===== config.mk =====
export PLATFORM = sky130hd
export DESIGN_NAME = seq_divider
export DESIGN_NICKNAME = d
export VERILOG_FILES = /design/src/rtl/arith_pkg.sv /design/src/rtl/addsub_unit.sv /design/src/rtl/seq_divider.sv
export SDC_FILE = /design/constraint.sdc
export NUM_CORES = 1
export LEC_CHECK = 0
export BUFFER_PORTS_ARGS = -buffer_cell sky130_fd_sc_hd__buf_2
export CAP_MARGIN = 20
export CORE_MARGIN = 4
export CORE_UTILIZATION = 61
export CTS_CLUSTER_SIZE = 20
export DETAILED_ROUTE_END_ITERATION = 10
export PLACE_DENSITY = 0.95
export RECOVER_POWER = 25
export SYNTH_ARGS = -nofsm -noshare
export SYNTH_HDL_FRONTEND = slang
export SYNTH_HIERARCHICAL = 1
export SYNTH_SLANG_ARGS = --single-unit

===== constraint.sdc =====
create_clock -name clk -period 4.9 [get_ports clk]
set_input_delay 1.47 -clock clk [delete_from_list [all_inputs] [get_ports clk]]
set_output_delay 1.47 -clock clk [all_outputs]
set_load 0.01 [all_outputs]

===== src/rtl/arith_pkg.sv =====
// Shared types and helpers for the arithmetic cluster: divider FSM states and
// iteration-counter sizing.
package arith_pkg;

  typedef enum logic [1:0] {
    IDLE = 2'd0,
    RUN  = 2'd1,
    FIX  = 2'd2,
    DONE = 2'd3
  } div_state_t;

  localparam int DIV_SIZE_DEFAULT = 4;

  // Counter must hold 0..size-1; never narrower than one bit.
  function automatic int cnt_width(input int size);
    return (size > 2) ? $clog2(size) : 1;
  endfunction

endpackage


===== src/rtl/addsub_unit.sv =====
// Combinational ripple-carry adder/subtractor: o_sum = i_a + (i_b ^ ctrl) + ctrl.
// ctrl=1 gives i_a - i_b in two's complement.
module addsub_unit #(
  parameter int W = 5
) (
  input  logic [W-1:0] i_a,
  input  logic [W-1:0] i_b,
  input  logic         i_ctrl,
  output logic [W-1:0] o_sum,
  output logic         o_cout
);

  logic [W-1:0] w_b_x;

  assign w_b_x = i_b ^ {W{i_ctrl}};

  always_comb begin
    logic c;
    // NOTE: combinational logic uses blocking '=' so the carry ripples through
    // the loop within one evaluation; clocked state elsewhere uses '<='.
    c = i_ctrl;
    for (int i = 0; i < W; i++) begin
      o_sum[i] = i_a[i] ^ w_b_x[i] ^ c;
      c        = (i_a[i] & w_b_x[i]) | (c & (i_a[i] ^ w_b_x[i]));
    end
    o_cout = c;
  end

endmodule


===== src/rtl/seq_divider.sv =====
// Multi-cycle unsigned non-restoring divider: one quotient bit per clock over a
// single shared SIZE+1-bit add/subtract unit, with start/busy/done handshake.
module seq_divider
  import arith_pkg::*;
#(
  parameter int SIZE = DIV_SIZE_DEFAULT
) (
  input  logic            clk,
  input  logic            rst_n,
  input  logic            start,
  input  logic [SIZE-1:0] dividend,
  input  logic [SIZE-1:0] divisor,
  output logic            busy,
  output logic            done,
  output logic [SIZE-1:0] quotient,
  output logic [SIZE-1:0] remainder,
  output logic            div_by_zero
);

  localparam int            CW        = cnt_width(SIZE);
  localparam logic [CW-1:0] LAST_ITER = CW'(SIZE - 1);

  div_state_t      r_state;
  logic [CW-1:0]   r_cnt;
  logic [SIZE:0]   r_p;      // signed partial remainder
  logic [SIZE:0]   r_d;      // latched divisor, zero-extended
  logic [SIZE-1:0] r_a;      // dividend shifting out, quotient shifting in

  logic [SIZE:0]   w_add_a;
  logic [SIZE:0]   w_sum;
  logic            w_ctrl;
  logic            w_unused_cout;

  // RUN feeds the shifted remainder and picks add/subtract from P's sign;
  // FIX (and every other state) presents P + D for the final correction.
  always_comb begin
    // NOTE: every always_comb output gets a default first so no path leaves it
    // unassigned, which would otherwise infer a latch.
    w_add_a = r_p;
    w_ctrl  = 1'b0;
    if (r_state == RUN) begin
      w_add_a = {r_p[SIZE-1:0], r_a[SIZE-1]};
      w_ctrl  = ~r_p[SIZE];
    end
  end

  addsub_unit #(.W(SIZE + 1)) u_addsub (
    .i_a    (w_add_a),
    .i_b    (r_d),
    .i_ctrl (w_ctrl),
    .o_sum  (w_sum),
    .o_cout (w_unused_cout)
  );

  always_ff @(posedge clk or negedge rst_n) begin
    if (!rst_n) begin
      // NOTE: operand latches are reset along with the outputs so an abort
      // mid-division leaves no stale partial state behind.
      r_state     <= IDLE;
      r_cnt       <= '0;
      r_p         <= '0;
      r_d         <= '0;
      r_a         <= '0;
      busy        <= 1'b0;
      done        <= 1'b0;
      quotient    <= '0;
      remainder   <= '0;
      div_by_zero <= 1'b0;
    end else begin
      case (r_state)
        IDLE: begin
          if (start) begin
            r_d   <= {1'b0, divisor};
            r_a   <= dividend;
            r_p   <= '0;
            r_cnt <= '0;
            busy  <= 1'b1;
            if (divisor == '0) begin
              quotient    <= '1;
              remainder   <= dividend;
              div_by_zero <= 1'b1;
              done        <= 1'b1;
              r_state     <= DONE;
            end else begin
              r_state <= RUN;
            end
          end
        end

        RUN: begin
          r_p   <= w_sum;
          r_a   <= {r_a[SIZE-2:0], ~w_sum[SIZE]};
          r_cnt <= r_cnt + 1'b1;
          if (r_cnt == LAST_ITER) begin
            r_state <= FIX;
          end
        end

        FIX: begin
          if (r_p[SIZE]) begin
            r_p       <= w_sum;
            remainder <= w_sum[SIZE-1:0];
          end else begin
            remainder <= r_p[SIZE-1:0];
          end
          quotient    <= r_a;
          div_by_zero <= 1'b0;
          done        <= 1'b1;
          r_state     <= DONE;
        end

        DONE: begin
          done    <= 1'b0;
          busy    <= 1'b0;
          r_state <= IDLE;
        end

        default: r_state <= IDLE;
      endcase
    end
  end

endmodule

==> qor.yml <==
status:
  outcome: "finished with violations"
  failed_checks: "capacitance limit, slew limit"
timing:
  final.setup_skew_ns: 0.006296
  finalMaxSlewViolations: 29
  rsz0062_at_grt: "no"
  max_freq_mhz: 285.1
  finalHoldViolations: 0
  period_minus_slack_ns: 3.508
  setup_ws_ns: 1.392
  setup_viol: 0
  slew_headroom: -0.008997
  finalSetupTns_ns: 0
  period_share: 0.7159
  tightest_slew_ns: 1.513
global_routing:
  grt_usage: 0.2162
  antenna_found_initial: 0
  grt_pass1_wl_um: 5844
  grt_max_degree: 29
  first_global_vias: 1231
  overflow: 0
critical_path:
  crit_path_max_incr_delay_ns: 0.48
  path_delay_family: "adder cells"
  critPathSlowestCell: "nor2b_1"
  ff2ff_setup_slack_ns: 1.39
  worstPathMaxFanout: 6
  end_kind: "register"
  r2r_cells: 12
  start_kind: "register"
  cp_num_buf_inv: 3
  rr_startpoint: "r_state[1]"
  worstSetupPathType: "register to register"
  critical-path-top-cell-by-count: "fa_1"
  worst_ep_required_time_ns: 5.13
  crit_chain: "inv_1, ha_1, nor2b_1, xor2_1, fa_1, inv_1, fa_1, fa_1, inv_1, fa_1, nand3_1, o31ai_1"
  r2r_end: "r_p[4]"
  path_depth: 12
  crit_arrival_ns: 3.73
route:
  drc_errors: 0
  met2_length_um: 1784
  wl_met3_um: 140
  drt_first_iter_violations: 36
  vias: 1187
  wire_per_inst_um: 17.36
  viasPerCell: 6.025
  route.layer.met1.wl_um: 1443
  drtAntennaViolNets: 0
  highest_layer: "met4"
  drt_wl_total_um: 3419
  drt_first_pass_iters: 4
clock_network:
  numCtsBuffers: 3
  post_cts_resized: 0
  clkSinkCount: 28
  clkTransAtPathRegs_ns: 0.16
  htreeDepth: 1
  cts_buffer_depth: 2
  cts.hold.buffers_added: 0
  clock_latency_ns: 0.34
  cts_setup_buffers: 0
  cts_tree: "built"
  cts-root-buf: "clkbuf_4"
yosys:
  ys_async_sr_fraction: 1.000
  yosys_warnings: 6
  syn_area_per_cell_um2: 11.46
  synthCells: 148
  synth_enable_flop_cells: 0
  synth_cell_type_count: 35
  ys_seq_area_frac: 0.4130
  netlist_area_um2: 1697
  synth_seq_cells: 28
  synth_top_flop_cell: "dfrtp_1"
  synthesis.nets: 170
floorplan:
  die_area_um2: 3689
  fp.dieW_um: 60.74
  io_pins: 22
  die_h_um: 60.74
  start_util: 0.6608
  core_um2: 2567
  rows: 18
final_layout:
  synthToLayoutAreaGrowth_pct: 9.513
  fill_cells: 180
  nets: 190
  final_core_util: 0.7237
  antenna_cells: 0
  drive_gt1_frac: 0.2994
worst_hold_path:
  min_to: "remainder[2]"
  min_from: "remainder[2]"
  hold_path_depth: 1
  hp-class: "register to register"
power_and_ir_drop:
  pwr-share-seq: 0.305
  p_int_uw: 775.6
  p_switching_uw: 545.4
  finalPower_uw: 1321
  power_frac_clock: 0.117
  leakagePower_uw: 0.0008670
  vdd_ir_drop_max_mv: 0.4267
  power_density_nw_per_um2: 711.0
  p_comb_frac: 0.578
  switching_share: 0.4129
placement:
  portBuffers: 21
  dpl_worst_slack_ns: 1.485
  dp_hpwl_um: 2631
  gp_congestion: 0.8335
run:
  drv_cap: 1
[layout make-up]
cell class	count	area, µm²	area share
clock buffers	3	22.52	0.01212
clock inverters	1	30.03	0.01616
inverters	11	41.29	0.02222
multi-input cells	103	922.1	0.4963
flip-flops and latches	28	700.7	0.3771
well taps	30	37.54	0.02020
repair buffers	21	103.9	0.05589
[sequential cells by signal (all words and copies together), names as in the netlist]
signal	cells
div_by_zero	1
quotient	4
r_p	5
r_d	4
remainder	4
r_a	4
done	1
busy	1
r_state	2
r_cnt	2
[power by group through the flow]
stage               logic (µW)  clock network (µW)  registers [µW]
finish                     764                 155             403
CTS                        759                 156             404
detailed placement         755                   0             409
floorplan                  576                   0             408
global placement           711                   0             400
global route               853                 166             414
[cells by family after synthesis]
group	count (synthesis)	share of synthesized area
flip-flops	28	0.4130
adder cells (fa/ha/maj)	11	0.09882
XOR/XNOR	5	0.02582
other	1	0.002210
AND/OR/NAND/NOR	31	0.1069
multiplexers	27	0.1733
AO/OA/AOI/OAI	28	0.1364
buffers and inverters	17	0.04351
[layer usage]
| layer | track usage | vias to the layer above |
|---|---|---|
| li1 | - | 564 |
| met1 | 0.2733 | 588 |
| met2 | 0.3802 | 30 |
| met3 | 0.02553 | 5 |
| met4 | 0.07740 | 0 |
| met5 | 0 | - |
[layout by cell type, fill, tap and decap left out, types with 2 or more instances in the layout]
master     count
clkbuf_4       3
a221o_1        4
ha_1           7
buf_2         20
o22a_2         4
mux2_2        19
inv_1         11
xnor2_1        2
nand2_1        2
nand2b_1       4
nor2b_1        5
and3_1         4
mux2i_1        8
nand3_1        6
fa_1           4
o2bb2ai_1      2
a21oi_1        9
dfrtp_1       28
xor2_1         3
nor2_1         6
[synthesized netlist by cell type, drive strengths merged (2+ instances only)]
cell type | number | area [µm²]
dfrtp | 28 | 700.7
mux2 | 19 | 214.0
inv | 11 | 41.29
a21oi | 9 | 45.04
mux2i | 8 | 80.08
ha | 7 | 87.58
nand3 | 6 | 30.03
nor2 | 6 | 22.52
nor2b | 5 | 31.28
a221o | 4 | 40.04
and3 | 4 | 25.02
fa | 4 | 80.08
nand2b | 4 | 25.02
o22a | 4 | 40.04
buf | 3 | 21.27
clkbuf | 3 | 11.26
xor2 | 3 | 26.28
a21o | 2 | 16.27
nand2 | 2 | 7.510
o2bb2ai | 2 | 17.52
xnor2 | 2 | 17.52
[stage by stage]
step	hold WS, ns	area [µm²]	std cells
after global routing	0.5544	1858	197
final	0.5269	1858	197
after global placement	0.4846	1807	193
after CTS	0.5317	1859	197
after floorplan	0.4701	1697	148
after detailed placement	0.4944	1807	193
[worst max path at each step]
stage               start     end  slack, ns
2_1_floorplan  r_state[1]  r_a[0]       1.79
3_3_place_gp   r_state[1]  r_a[0]       1.69
3_5_place_dp   r_state[1]  r_p[4]       1.49
4_1_cts        r_state[1]  r_p[4]       1.44
5_1_grt        r_state[1]  r_p[4]       1.27
6_report       r_state[1]  r_p[4]       1.39
Note: power is estimated with default switching activity, not from simulation.
